==> src/rtl/scan_chain_loader_if.sv <==
// Host-side bundle of the scan chain loader: word handshake, start/status and the serial chain drive.
// Signal suffixes are given from the loader's point of view.
interface scan_chain_loader_if #(
    parameter int WORD_W = 32
);
    logic              start_i;
    logic [WORD_W-1:0] in_data_i;
    logic              in_valid_i;
    logic              in_ready_o;
    logic              sin_o;
    logic              ce_o;
    logic              busy_o;
    logic              done_o;

    modport slave (
        input  start_i,
        input  in_data_i,
        input  in_valid_i,
        output in_ready_o,
        output sin_o,
        output ce_o,
        output busy_o,
        output done_o
    );

    modport master (
        output start_i,
        output in_data_i,
        output in_valid_i,
        input  in_ready_o,
        input  sin_o,
        input  ce_o,
        input  busy_o,
        input  done_o
    );
endinterface

==> src/rtl/scan_chain_loader.sv <==
// Serialises host configuration words, LSB first, into a CHAIN_LEN-bit SRL scan chain.
// Prefetches the next word on the last bit of the current one so that back-to-back shifting has no gap.
module scan_chain_loader #(
    parameter int CHAIN_LEN = 512,
    parameter int WORD_W    = 32
) (
    input  logic                clk_i,
    input  logic                rst_i,
    scan_chain_loader_if.slave  bus_io
);
    localparam int CNT_W = $clog2(CHAIN_LEN + 1);
    localparam int IDX_W = (WORD_W > 1) ? $clog2(WORD_W) : 1;
    localparam logic [CNT_W-1:0] CHAIN_LAST = CNT_W'(CHAIN_LEN);
    localparam logic [IDX_W-1:0] WORD_LAST  = IDX_W'(WORD_W - 1);

    typedef enum logic [1:0] {
        IDLE    = 2'd0,
        FETCH   = 2'd1,
        SHIFT   = 2'd2,
        DONE_ST = 2'd3
    } state_t;

    state_t            state_q;
    // Bits presented on SIN so far in this sequence, including the one currently on SIN.
    logic [CNT_W-1:0]  bit_cnt_q;
    logic [IDX_W-1:0]  word_idx_q;
    logic [WORD_W-1:0] shreg_q;
    logic              sin_q;
    logic              ce_q;
    logic              in_ready_q;
    logic              busy_q;
    logic              done_q;

    logic              accept_s;
    logic [CNT_W-1:0]  bit_cnt_d;
    logic [IDX_W-1:0]  word_idx_d;

    // A new word may be taken while presenting bit idx only if it is the word's last bit and chain bits remain.
    function automatic logic ready_after(input logic [IDX_W-1:0] idx, input logic [CNT_W-1:0] cnt);
        ready_after = (idx == WORD_LAST) && (cnt < CHAIN_LAST);
    endfunction

    // Handshake qualifier and counter increments.
    always_comb begin
        accept_s   = in_ready_q & bus_io.in_valid_i;
        bit_cnt_d  = bit_cnt_q + CNT_W'(1'b1);
        word_idx_d = word_idx_q + IDX_W'(1'b1);
    end

    // Load sequencer: state, counters, shift register and all registered outputs.
    always_ff @(posedge clk_i or posedge rst_i) begin
        if (rst_i) begin
            state_q    <= IDLE;
            bit_cnt_q  <= '0;
            word_idx_q <= '0;
            shreg_q    <= '0;
            sin_q      <= 1'b0;
            ce_q       <= 1'b0;
            in_ready_q <= 1'b0;
            busy_q     <= 1'b0;
            done_q     <= 1'b0;
        end else begin
            case (state_q)
                IDLE, DONE_ST: begin
                    if (bus_io.start_i) begin
                        state_q    <= FETCH;
                        bit_cnt_q  <= '0;
                        word_idx_q <= '0;
                        sin_q      <= 1'b0;
                        ce_q       <= 1'b0;
                        in_ready_q <= 1'b1;
                        busy_q     <= 1'b1;
                        done_q     <= 1'b0;
                    end else begin
                        state_q    <= state_q;
                    end
                end
                FETCH, SHIFT: begin
                    if ((state_q == SHIFT) && (bit_cnt_q == CHAIN_LAST)) begin
                        // Final chain bit just presented; a partial last word ends here too.
                        state_q    <= DONE_ST;
                        sin_q      <= 1'b0;
                        ce_q       <= 1'b0;
                        in_ready_q <= 1'b0;
                        busy_q     <= 1'b0;
                        done_q     <= 1'b1;
                    end else if (accept_s) begin
                        state_q    <= SHIFT;
                        shreg_q    <= bus_io.in_data_i >> 1'b1;
                        sin_q      <= bus_io.in_data_i[0];
                        ce_q       <= 1'b1;
                        word_idx_q <= '0;
                        bit_cnt_q  <= bit_cnt_d;
                        in_ready_q <= ready_after(IDX_W'(1'b0), bit_cnt_d);
                    end else if ((state_q == SHIFT) && (word_idx_q != WORD_LAST)) begin
                        shreg_q    <= shreg_q >> 1'b1;
                        sin_q      <= shreg_q[0];
                        ce_q       <= 1'b1;
                        word_idx_q <= word_idx_d;
                        bit_cnt_q  <= bit_cnt_d;
                        in_ready_q <= ready_after(word_idx_d, bit_cnt_d);
                    end else begin
                        // Word exhausted with no new word: stall with the chain frozen.
                        state_q    <= FETCH;
                        sin_q      <= 1'b0;
                        ce_q       <= 1'b0;
                        in_ready_q <= 1'b1;
                    end
                end
                default: begin
                    state_q    <= IDLE;
                    sin_q      <= 1'b0;
                    ce_q       <= 1'b0;
                    in_ready_q <= 1'b0;
                    busy_q     <= 1'b0;
                    done_q     <= 1'b0;
                end
            endcase
        end
    end

    assign bus_io.in_ready_o = in_ready_q;
    assign bus_io.sin_o      = sin_q;
    assign bus_io.ce_o       = ce_q;
    assign bus_io.busy_o     = busy_q;
    assign bus_io.done_o     = done_q;
endmodule

==> src/flat_wrapper.sv <==
// flat-port wrapper written by rule: the top's interface ports become plain ports
module scan_chain_loader_flat 
#(
    parameter int CHAIN_LEN = 512,
    parameter int WORD_W    = 32
)
  (clk_i, rst_i, bus_io_start_i, bus_io_in_data_i, bus_io_in_valid_i, bus_io_in_ready_o, bus_io_sin_o, bus_io_ce_o, bus_io_busy_o, bus_io_done_o);
  scan_chain_loader_if #(.WORD_W(WORD_W)) bus_io_i ();
  input  logic clk_i;
  input  logic rst_i;
  input wire logic [$bits(bus_io_i.start_i)-1:0] bus_io_start_i;
  input wire logic [$bits(bus_io_i.in_data_i)-1:0] bus_io_in_data_i;
  input wire logic [$bits(bus_io_i.in_valid_i)-1:0] bus_io_in_valid_i;
  output wire logic [$bits(bus_io_i.in_ready_o)-1:0] bus_io_in_ready_o;
  output wire logic [$bits(bus_io_i.sin_o)-1:0] bus_io_sin_o;
  output wire logic [$bits(bus_io_i.ce_o)-1:0] bus_io_ce_o;
  output wire logic [$bits(bus_io_i.busy_o)-1:0] bus_io_busy_o;
  output wire logic [$bits(bus_io_i.done_o)-1:0] bus_io_done_o;
  assign bus_io_i.start_i = bus_io_start_i;
  assign bus_io_i.in_data_i = bus_io_in_data_i;
  assign bus_io_i.in_valid_i = bus_io_in_valid_i;
  assign bus_io_in_ready_o = bus_io_i.in_ready_o;
  assign bus_io_sin_o = bus_io_i.sin_o;
  assign bus_io_ce_o = bus_io_i.ce_o;
  assign bus_io_busy_o = bus_io_i.busy_o;
  assign bus_io_done_o = bus_io_i.done_o;
  scan_chain_loader #(.CHAIN_LEN(CHAIN_LEN), .WORD_W(WORD_W)) u_core (.clk_i(clk_i), .rst_i(rst_i), .bus_io(bus_io_i));
endmodule
==> config.mk <==
export PLATFORM = sky130hd
export DESIGN_NAME = scan_chain_loader_flat
export DESIGN_NICKNAME = d
export VERILOG_FILES = /design/src/rtl/scan_chain_loader_if.sv /design/src/rtl/scan_chain_loader.sv /design/src/flat_wrapper.sv
export SDC_FILE = /design/constraint.sdc
export NUM_CORES = 1
export LEC_CHECK = 0
export BUFFER_PORTS_ARGS = -buffer_cell sky130_fd_sc_hd__buf_2
export CELL_PAD_IN_SITES_DETAIL_PLACEMENT = 0
export CELL_PAD_IN_SITES_GLOBAL_PLACEMENT = 1
export CORE_MARGIN = 1
export CORE_UTILIZATION = 35
export CTS_CLUSTER_SIZE = 40
export DETAILED_ROUTE_END_ITERATION = 8
export PLACE_DENSITY_LB_ADDON = 0.1
export SYNTH_ARGS = -nofsm -noshare
export SYNTH_HDL_FRONTEND = slang
export SYNTH_SLANG_ARGS = --single-unit
==> constraint.sdc <==
create_clock -name clk_i -period 2 [get_ports clk_i]
set_input_delay 0.2 -clock clk_i [delete_from_list [all_inputs] [get_ports clk_i]]
set_output_delay 0.2 -clock clk_i [all_outputs]
set_load 0.02 [all_outputs]
# --- Yosys cells after proc, flatten, opt, wreduce, memory -nomap -nowiden ---
# Index checks and enable logic that the tools add are counted.
word_totals:
  reg_bits: 54
  input_bits: 36
  out_inout_bits: 5
op_classes:
  eq_ne: 11
  addsub: 2
  mux: 35
  n_reduce_logical: 11
  n_lt_le_gt_ge: 1
  bitwise_logic: 2
ops:
  columns: ["operator", "n"]
  rows:
  - ["32-bit two-way mux", 2]
  - ["10-bit two-way mux", 4]
  - ["5-bit two-way mux", 4]
  - ["10-bit case mux with 2 select lines", 1]
  - ["1-bit two-way mux", 13]
  - ["10-bit by 1-bit adder with 10-bit output (second input constant)", 1]
  - ["10-bit == test (second input constant)", 1]
  - ["10-bit less-than comparator (second input constant)", 1]
  - ["1-bit case mux with 2 select lines", 5]
  - ["5-bit case mux with 2 select lines", 1]
  - ["2-bit two-way mux", 4]
  - ["3-bit AND reduction", 2]
  - ["5-bit by 1-bit adder with 5-bit output (second input constant)", 1]
  - ["5-bit == test (second input constant)", 1]
  - ["5-bit != test (second input constant)", 1]
  - ["2-bit == test (second input constant)", 2]
  - ["2-bit != test (second input constant)", 2]
  - ["4-bit by 2-bit != test with 1-bit output (second input constant)", 1]
  - ["2-bit case mux with 2 select lines", 1]
  - ["2-bit AND reduction", 2]
  - ["2-bit OR reduction", 2]
  - ["1-bit logical AND", 3]
  - ["3-bit by 1-bit != test with 1-bit output (second input constant)", 1]
  - ["2-bit by 1-bit == test with 1-bit output (second input constant)", 1]
  - ["5 further kinds", 5]

# --- Longest topological paths before layout ---
# Gate-level depths: netlist of run 1.
depth:
  depth_word: 7
  mapped_depth: 8
  depth_no_buf: 7

# --- Least setup slack after synthesis of run 1 ---
# Ideal clock, no wire load.
synth_path:
  path_type: "register to register"
  start: "reg u_core.word_idx_q[1]"
  end: "reg u_core.bit_cnt_q[5]"
  path_buffers: 0
  setup_slack_ps: -70
  required_ps: 1875
  arrival_time_ps: 1946
  path_stages_with_launch: 8
  setup_ps: 125
  cell_sequence: "dfrtp_1 > ha_1 > and3_1 > ha_1 > nor2b_1 > nor2_1 > or4_1 > mux2i_1"
synth_via:
  elab_chain_cells: 4
synth_lines:
  columns: ["item", "line_no", "rtl"]
  rows:
  - ["start, declared", "scan_chain_loader.sv:26", "logic [IDX_W-1:0] word_idx_q;"]
  - ["start signal, assigned", "scan_chain_loader.sv:99", "word_idx_q <= word_idx_d;"]
  - ["5-bit != test", "scan_chain_loader.sv:95", "end else if ((state_q == SHIFT) && (word_idx_q != WORD_LAST)) begin"]
  - ["1-bit logical AND", "scan_chain_loader.sv:95", null]
  - ["3-bit by 1-bit != test with 1-bit output (no line)", null, null]
  - ["3-bit AND reduction (no line)", null, null]
  - ["end signal, assigned", "scan_chain_loader.sv:93", "bit_cnt_q <= bit_cnt_d;"]
  - ["end signal, assigned", "scan_chain_loader.sv:100", "bit_cnt_q <= bit_cnt_d;"]
  - ["end, declared", "scan_chain_loader.sv:25", "logic [CNT_W-1:0] bit_cnt_q;"]
# No other way between the ends.
# A chain may end at the register's enable or synchronous reset.

# --- Final worst setup path of run 1 ---
layout_path:
  start: "reg u_core.word_idx_q[1]"
  end: "reg u_core.bit_cnt_q[7]"
# The elaborated chain is that of the path after synthesis.

==> results.cfg, run 1 <==
[power]
sw_frac_of_total = 0.408
ir_drop_mv = 0.690
p_per_area_nw_per_um2 = 1410
power_mw = 4.79
p_clk_frac = 0.160
power.leakage_nw = 1.55
pwr-share-seq = 0.356
p_switching_mw = 1.95
power.internal_mw = 2.84
p_comb_frac = 0.484

[synth]
synth_area_sq_um = 2710
ys_types = 44
ys_seq_elements = 53
syn_nets = 342
ys.flop_type = dfrtp_1
ys_warn_count = 0
syn_area_per_cell_sq_um = 9.03
synth-edff-count = 0
synthCells = 300
yosysSeqAreaShare = 0.490
ys_async_sr_fraction = 1.00

[cells_and_area]
layout_common_cells = nand2_1 (75), dfrtp_1 (53), buf_2 (40)
insertedDiodeCount = 0
fillers = 754
syn_to_final_growth_pct = 25.3
drive_above_1_share = 0.261
final_cells = 459
num-nets-final = 401
layout_commonest_cell = nand2_1

[run]
maxCapViolCount = 0

[clock_tree]
clock_path_buffers = 2
clkSinkCount = 53
clkTransAtPathRegs_ns = 0.10
cts_root_buffer = clkbuf_8
tritoncts = yes
worstSkewPairLatency_ns = 0.31
h-tree-depth = 2
numCtsBuffers = 5

[placement]
dp_cells = 447
port_buffers = 40
dp_slack_ns = -0.0358
dp_hpwl_microns = 4650
finalWeightedCongestion = 0.795

[timing]
setup_slack_ns = 0.0182
fin_crit_ns = 1.98
tns_ns = 0
hold_viol_final = 0
fin_crit_sh = 0.991
slew_violations = 0
slew_headroom = 0.674
rsz0062_at_grt = yes
hold_ws_ns = 0.130
setup_viol = 0
worstMarginPinSlew_ns = 0.476
timing.fmax_ghz = 0.505
skew_ns = 0.0123

[drt]
drt_iter0_drc = 120
drc = 0
first_pass_iters = 5
wl_microns = 7050
viasPerCell = 5.21
wl_per_cell_microns = 15.3
vias = 2390
antenna_left = 0

[worst_hold_path]
hp-class = input port to register
holdPathStages = 3
worstHoldEndpoint = u_core.shreg_q[11]
worstHoldStart = bus_io_in_data_i[12]

[global_route]
grt_pass1_vias = 2331
grt_pass1_wl_microns = 11700
grt-busiest-layer = met2
grt_use_met2 = 0.291
grt_max_degree = 54
grt_overflow_total = 0
grt_use_met1 = 0.253
grt.total_usage = 0.181
antenna_found_initial = 0
met3_usage = 0.0271

[worst_setup_path]
worst-path-max-fanout = 4
r2r_cells = 8
cp-end-kind = register
arrival_ns = 2.22
reg2reg_from = u_core.word_idx_q[1]
startpoint_type = register
reg2reg_to = u_core.bit_cnt_q[7]
crit_required_ns = 2.23
regToRegSetupSlack_ns = 0.02
path_class = register to register

[floorplan]
initial_core_util = 0.367
core_sq_um = 7370
die_x_microns = 90.0
die-area_sq_um = 8090
die_y_microns = 90.0
fp-row-count = 31
io_pins = 41

[run_status]
status = complete, no violations
-- layer usage --
metal	vias up	part of all wire	wire length, microns
met4	0	0.0087	61
met1	1156	0.51	3570
met5	-	0	0
met3	4	0.026	182
met2	43	0.46	3240
li1	1187	-	-
-- area by class of cell --
cell class                 instances  area [sq um]  share of cell area
sequential                        53          1330               0.391
inverter                           8          30.0             0.00885
multi-input combinational        220          1320               0.390
clock buffer                       7          86.3              0.0255
clock inverter                     1          30.0             0.00885
timing repair buffer              71           472               0.139
tap                               99           124              0.0365
-- state kept, by name, indices dropped and copies added (netlist names) --
| register | count |
|---|---|
| u_core.bus_io.sin_o | 1 |
| u_core.bit_cnt_q | 10 |
| u_core.bus_io.in_ready_o | 1 |
| u_core.bus_io.busy_o | 1 |
| u_core.state_q | 2 |
| u_core.bus_io.ce_o | 1 |
| u_core.word_idx_q | 5 |
| u_core.shreg_q | 31 |
| u_core.bus_io.done_o | 1 |
-- stage by stage --
stage	instance area, sq um	util
after floorplan	2710	-
after global placement	3170	0.430
after detailed placement	3170	0.430
after CTS	3310	0.449
after global routing	3390	0.460
final	3390	0.460
-- critical path, cell delays in order, from the launching register on --
cell and delay, ns:
dfrtp_1 0.40, ha_2 0.20, and3_4 0.18, ha_4 0.16
nor2b_4 0.11, buf_6 0.11, o21ai_2 0.05, or4_4 0.54
a21oi_2 0.14
-- power groups by stage --
stage          Sequential [mW]  Clock (mW)  Combinational [mW]
2_1_floorplan             1.71           0                1.52
3_3_place_gp              1.71           0                2.27
3_5_place_dp              1.72           0                2.28
4_1_cts                   1.70       0.806                2.29
5_1_grt                   1.76       0.846                2.60
6_report                  1.70       0.768                2.32
-- cell families (layout without fill, tap and decap cells) --
kind of cell / after synthesis / in the layout / share of synthesized area
compound gates: 91 / 91 / 0.213
xor+xnor: 2 / 2 / 0.00647
fa+ha+maj: 6 / 6 / 0.0277
buf+inv: 27 / 87 / 0.0471
flops: 53 / 53 / 0.490
mux: 6 / 6 / 0.0222
simple gates: 115 / 115 / 0.194
-- worst max path at each step --
stage,startpoint,cells past startpoint,end,slack [ns]
final,u_core.word_idx_q[1],8,u_core.bit_cnt_q[7],0.02
after global placement,u_core.word_idx_q[0],7,u_core.word_idx_q[3],0.009
after global routing,u_core.word_idx_q[1],8,u_core.bit_cnt_q[7],-0.05
after detailed placement,u_core.word_idx_q[0],8,u_core.shreg_q[5],-0.04
after CTS,u_core.word_idx_q[0],7,u_core.bit_cnt_q[5],0.03
after floorplan,u_core.word_idx_q[1],7,u_core.bit_cnt_q[5],0.009
-- cells in the mapped netlist, drive strengths merged, types with 2 or more instances --
cell	count	area [sq um]
or4	4	30.0
nand4	2	12.5
o21ai	6	30.0
a32o	2	20.0
buf	6	48.8
and4	2	17.5
clkbuf	13	48.8
nor2	8	30.0
a21oi	37	196
a31oi	31	194
ha	6	75.1
inv	8	30.0
o31ai	3	36.3
nand2b	3	18.8
dfrtp	53	1330
nand2	76	285
and2	2	12.5
nor3	3	15.0
nand3	7	35.0
a21o	2	15.0
mux2i	6	60.1
-- repair_timing --
| action | in CTS | in global routing |
|---|---|---|
| hold buffers | 1 | 0 |
| pin swaps | 2 | 5 |
| gates resized for setup | 5 | 12 |
| hold endpoints to repair | 53 | 0 |
| buffers inserted | 0 | 3 |
| setup endpoints to repair | 23 | 34 |
(Power assumes the default switching activity.)
==> run 2, diff against run 1 <==
--- a/config.mk
+++ b/config.mk
@@ -12,7 +12,7 @@
 export CORE_UTILIZATION = 35
 export CTS_CLUSTER_SIZE = 40
 export DETAILED_ROUTE_END_ITERATION = 8
-export PLACE_DENSITY_LB_ADDON = 0.1
+export PLACE_DENSITY = 0.71
 export SYNTH_ARGS = -nofsm -noshare
 export SYNTH_HDL_FRONTEND = slang
 export SYNTH_SLANG_ARGS = --single-unit
==> constraint.sdc (replaced) <==
create_clock -name clk_i -period 1.7 [get_ports clk_i]
set_input_delay 0.17 -clock clk_i [delete_from_list [all_inputs] [get_ports clk_i]]
set_output_delay 0.17 -clock clk_i [all_outputs]
set_load 0.02 [all_outputs]
==> results.cfg, run 2 (same netlist as run 1, synthesis figures left out) <==
[power]
pwr-share-seq = 0.310
power.leakage_nw = 1.72
p_per_area_nw_per_um2 = 1680
power.internal_mw = 3.74
sw_frac_of_total = 0.423
p_comb_frac = 0.573
p_switching_mw = 2.75
ir_drop_mv = 0.682
p_clk_frac = 0.117

[floorplan]
initial_core_util = 0.367
die_x_microns = 90.0
io_pins = 41
die-area_sq_um = 8090
core_sq_um = 7370
fp-row-count = 31
die_y_microns = 90.0

[cells_and_area]
drive_above_1_share = 0.387
layout_common_cells = nand2_1 (74), dfrtp_1 (53), buf_2 (40)
multiInputGateArea_sq_um = 1540
fin_area_sq_um = 3860
seq_area_sq_um = 1330
largest_register = u_core.shreg_q
fillers = 700
syn_to_final_growth_pct = 42.5
num-nets-final = 423
reg_top3 = u_core.shreg_q (31), u_core.bit_cnt_q (10), u_core.word_idx_q (5)
layout_commonest_cell = nand2_1
final_cells = 481
insertedDiodeCount = 0
largest_reg_flops = 31

[clock_tree]
h-tree-depth = 2
clock_path_buffers = 2
worstSkewPairLatency_ns = 0.33
tritoncts = yes
numCtsBuffers = 5
clkTransAtPathRegs_ns = 0.10
clkSinkCount = 53
cts_root_buffer = clkbuf_8

[drt]
drt_iter0_drc = 125
wl_microns = 7620
vias = 2537
first_pass_iters = 4
wl_per_cell_microns = 15.8
antenna_left = 0
viasPerCell = 5.27
drc = 0

[run_status]
status = complete, but fails checks
violations = negative setup slack

[worst_setup_path]
cp-end-kind = register
crit_required_ns = 1.97
crit_chain = or4b_4 > o31a_2 > buf_6 > a21oi_4 > a21o_1
critical_path_buf_inv_count = 1
worst-path-max-fanout = 5
path_delay_family = compound AO/OA/AOI/OAI gates
regToRegSetupSlack_ns = -0.23
cp_slowest_cell = or4b_4
worst_path_largest_cell_delay_ns = 0.55
arrival_ns = 2.19
path_class = register to register
startpoint_type = register

[timing]
tns_ns = -8.21
setup_slack_ns = -0.225
fin_crit_ns = 1.93
worstMarginPinSlew_ns = 0.492
hold_viol_final = 0
fin_crit_sh = 1.13
slew_violations = 0
timing.fmax_ghz = 0.519
skew_ns = 0.00642
rsz0062_at_grt = yes
setup_viol = 50
slew_headroom = 0.672

[global_route]
grt.total_usage = 0.185
grt_max_degree = 34
grt_pass1_wl_microns = 12000
antenna_found_initial = 0
grt_overflow_total = 0
grt_pass1_vias = 2500

[placement]
dp_cells = 465
dp_hpwl_microns = 4930
port_buffers = 40
place_area_sq_um = 3350
finalWeightedCongestion = 0.804

[run]
maxCapViolCount = 0

[worst_hold_path]
hp-class = input port to register
run 2: changes by cell type in the layout (fill, tap and decap cells not counted), moves of 4 or more:
cell | before | now
a31oi_1 | 31 | 22
buf_4 | 26 | 36
a31oi_2 | 0 | 5
a31oi_4 | 0 | 4
a21oi_1 | 35 | 28
buf_6 | 1 | 7
a21oi_2 | 1 | 8
run 2: through the flow:
stage | util | hold slack (ns) | setup WS, ns | power (mW)
2_1_floorplan | - | 0.264 | -0.150 | 3.82
3_3_place_gp | 0.455 | 0.219 | -0.158 | 4.83
3_5_place_dp | 0.455 | 0.221 | -0.179 | 4.89
4_1_cts | 0.490 | 0.0827 | -0.187 | 6.02
5_1_grt | 0.523 | 0.0806 | -0.292 | 6.95
6_report | 0.523 | 0.0768 | -0.225 | 6.49
run 2: cell type report:
| class | instances | share of cell area |
|---|---|---|
| clock buffer | 5 | 0.0178 |
| clock inverter | 3 | 0.00584 |
| inverter | 8 | 0.00778 |
| multi-input combinational | 220 | 0.398 |
| sequential | 53 | 0.344 |
| tap | 99 | 0.0321 |
| timing repair buffer | 93 | 0.194 |
run 2: metal layers:
metal	vias up	part of all wire	GRT usage
li1	1237	-	-
met4	0	0.017	0.0618
met1	1229	0.47	0.265
met3	10	0.039	0.0305
met2	61	0.47	0.286
met5	-	0	0
run 2: final timing paths:
path                       cells past startpoint            startpoint                        to
setup / recovery                               5   u_core.bit_cnt_q[7]      u_core.word_idx_q[3]
hold / removal                                 3   bus_io_in_data_i[4]         u_core.shreg_q[3]
setup reg to reg                               5   u_core.bit_cnt_q[7]      u_core.word_idx_q[3]
hold reg to reg                                2  u_core.bus_io.done_o      u_core.bus_io.done_o
max in group asynchronous                      4                 rst_i  u_core.bus_io.in_ready_o
min in group asynchronous                      3                 rst_i        u_core.shreg_q[27]
run 2: power groups by stage:
stage | Combinational, mW | Sequential [mW] | Clock, mW
after detailed placement | 2.88 | 2.02 | 0
after global placement | 2.83 | 2.00 | 0
after CTS | 3.24 | 2.00 | 0.780
after floorplan | 1.81 | 2.02 | 0
after global routing | 4.06 | 2.07 | 0.829
final | 3.72 | 2.01 | 0.761
run 2: tightest hold or removal path: stages:
cell and delay [ns]:
buf_2 0.10, nand2_1 0.05, a31oi_1 0.07
run 2: repair_timing:
item | 4_1_cts | 5_1_grt
pin swaps | 5 | 4
endpoints found under the setup margin | 48 | 51
hold buffers | 1 | 0
endpoints found under the hold margin | 20 | 0
resized for setup | 29 | 28
gates cloned | 0 | 3
setup buffers | 0 | 4
==> run 3, diff against run 2 <==
--- a/config.mk
+++ b/config.mk
@@ -12,7 +12,7 @@
 export CORE_UTILIZATION = 35
 export CTS_CLUSTER_SIZE = 40
 export DETAILED_ROUTE_END_ITERATION = 8
-export PLACE_DENSITY = 0.71
+export PLACE_DENSITY = 0.68
 export SYNTH_ARGS = -nofsm -noshare
 export SYNTH_HDL_FRONTEND = slang
 export SYNTH_SLANG_ARGS = --single-unit
==> results.cfg, run 3 (same netlist as run 1, synthesis figures left out) <==
[worst_setup_path]
path_class = register to register
reg2reg_to = u_core.bit_cnt_q[7]
regToRegSetupSlack_ns = -0.21
reg2reg_from = u_core.word_idx_q[1]
arrival_ns = 2.14
worst-path-max-fanout = 3
r2r_cells = 8
crit_required_ns = 1.94
cp-end-kind = register
startpoint_type = register

[drt]
antenna_left = 0
wl_microns = 7240
wl_per_cell_microns = 14.9
vias = 2517
first_pass_iters = 4
drt_iter0_drc = 170
viasPerCell = 5.18
drc = 0

[global_route]
grt_overflow_total = 0
met3_usage = 0.0279
grt_use_met2 = 0.297
grt_pass1_wl_microns = 12000
antenna_found_initial = 0
grt_pass1_vias = 2426
grt-busiest-layer = met2
grt_use_met1 = 0.263
grt_max_degree = 54
grt.total_usage = 0.183

[clock_tree]
clkTransAtPathRegs_ns = 0.10
clock_path_buffers = 2
numCtsBuffers = 5
clkSinkCount = 53
cts_root_buffer = clkbuf_8
worstSkewPairLatency_ns = 0.30
h-tree-depth = 2
tritoncts = yes

[placement]
finalWeightedCongestion = 0.810
port_buffers = 40
dp_hpwl_microns = 4900

[power]
ir_drop_mv = 0.679
p_per_area_nw_per_um2 = 1630
power_mw = 6.18
power.leakage_nw = 1.73

[cells_and_area]
syn_to_final_growth_pct = 39.8
multiInputGateArea_sq_um = 1440
reg_top3 = u_core.shreg_q (31), u_core.bit_cnt_q (10), u_core.word_idx_q (5)
insertedDiodeCount = 0
layout_common_cells = nand2_1 (72), dfrtp_1 (53), buf_4 (43)
fillers = 715
num-nets-final = 428
seq_area_sq_um = 1330
layout_commonest_cell = nand2_1
drive_above_1_share = 0.367
finish.utilization = 0.514
largest_register = u_core.shreg_q
largest_reg_flops = 31

[timing]
slew_violations = 0
setup_viol = 48
skew_ns = 0.00511
slew_headroom = 0.563
worstMarginPinSlew_ns = 0.655
timing.fmax_ghz = 0.525
hold_viol_final = 0
setup_slack_ns = -0.205
fin_crit_ns = 1.91
fin_crit_sh = 1.12
rsz0062_at_grt = yes

[run_status]
violations = negative setup slack
status = complete, but fails checks

[run]
maxCapViolCount = 0

[floorplan]
io_pins = 41
core_sq_um = 7370
die_x_microns = 90.0
fp-row-count = 31
die_y_microns = 90.0
initial_core_util = 0.367
die-area_sq_um = 8090

[worst_hold_path]
worstHoldStart = bus_io_in_data_i[15]
holdPathStages = 3
hp-class = input port to register
worstHoldEndpoint = u_core.shreg_q[14]
## run 3: cell count changes in the layout (fill, tap and decap cells not counted), sizes merged
cell,previous run,this run
clkinv,3,1
buf,89,97
clkbuf,8,7
## run 3: power breakdown
group	internal [mW]	total, mW	switching, mW
clock	0.369	0.786	0.417
combinational	1.57	3.37	1.80
sequential	1.75	2.02	0.271
## run 3: worst max-delay path by stage
stage                          from  cells past startpoint                  end
2_1_floorplan  u_core.word_idx_q[1]                      7  u_core.bit_cnt_q[5]
3_3_place_gp   u_core.word_idx_q[1]                      8   u_core.shreg_q[30]
3_5_place_dp   u_core.word_idx_q[1]                      7  u_core.bit_cnt_q[5]
4_1_cts        u_core.word_idx_q[1]                      7  u_core.bit_cnt_q[5]
5_1_grt        u_core.word_idx_q[1]                      8  u_core.bit_cnt_q[7]
6_report       u_core.word_idx_q[1]                      8  u_core.bit_cnt_q[7]
## run 3: final cells by class
type	instances	area share
Multi-Input combinational cell	220	0.379
Timing Repair Buffer	98	0.203
Clock buffer	7	0.0254
Tap cell	99	0.0327
Sequential cell	53	0.350
Inverter	8	0.00793
Clock inverter	1	0.00132
## run 3: critical path: stages, from the launching register on
cell and delay (ns):
dfrtp_1 0.40, ha_2 0.20, and3_4 0.19, ha_4 0.16, nor2b_4 0.14, buf_4 0.13, o21ai_2 0.06, or4_4 0.43
a21oi_2 0.13
## run 3: through the flow
stage | setup slack (ns) | cells | setup TNS, ns | cell area (sq um) | hold WS (ns)
final | -0.205 | 486 | -7.13 | 3790 | 0.105
after global routing | -0.275 | 486 | -10.47 | 3790 | 0.109
after CTS | -0.178 | 486 | -6.16 | 3690 | 0.0975
after floorplan | -0.150 | 300 | -4.53 | 2740 | 0.264
after detailed placement | -0.188 | 470 | -7.10 | 3430 | 0.252
after global placement | -0.159 | 470 | -5.40 | 3430 | 0.249
## run 3: repair_timing
action | 4_1_cts | 5_1_grt
pin swaps | 5 | 7
hold buffers | 1 | 0
cloned | 1 | 0
endpoints found under the hold margin | 53 | 0
setup endpoints to repair | 50 | 52
setup buffers | 6 | 1
resized for setup | 18 | 25
## run 3: per-layer routing
layer | routed length [microns] | share of wire
met4 | 57 | 0.0079
met5 | 0 | 0
met3 | 332 | 0.046
met2 | 3440 | 0.48
met1 | 3410 | 0.47
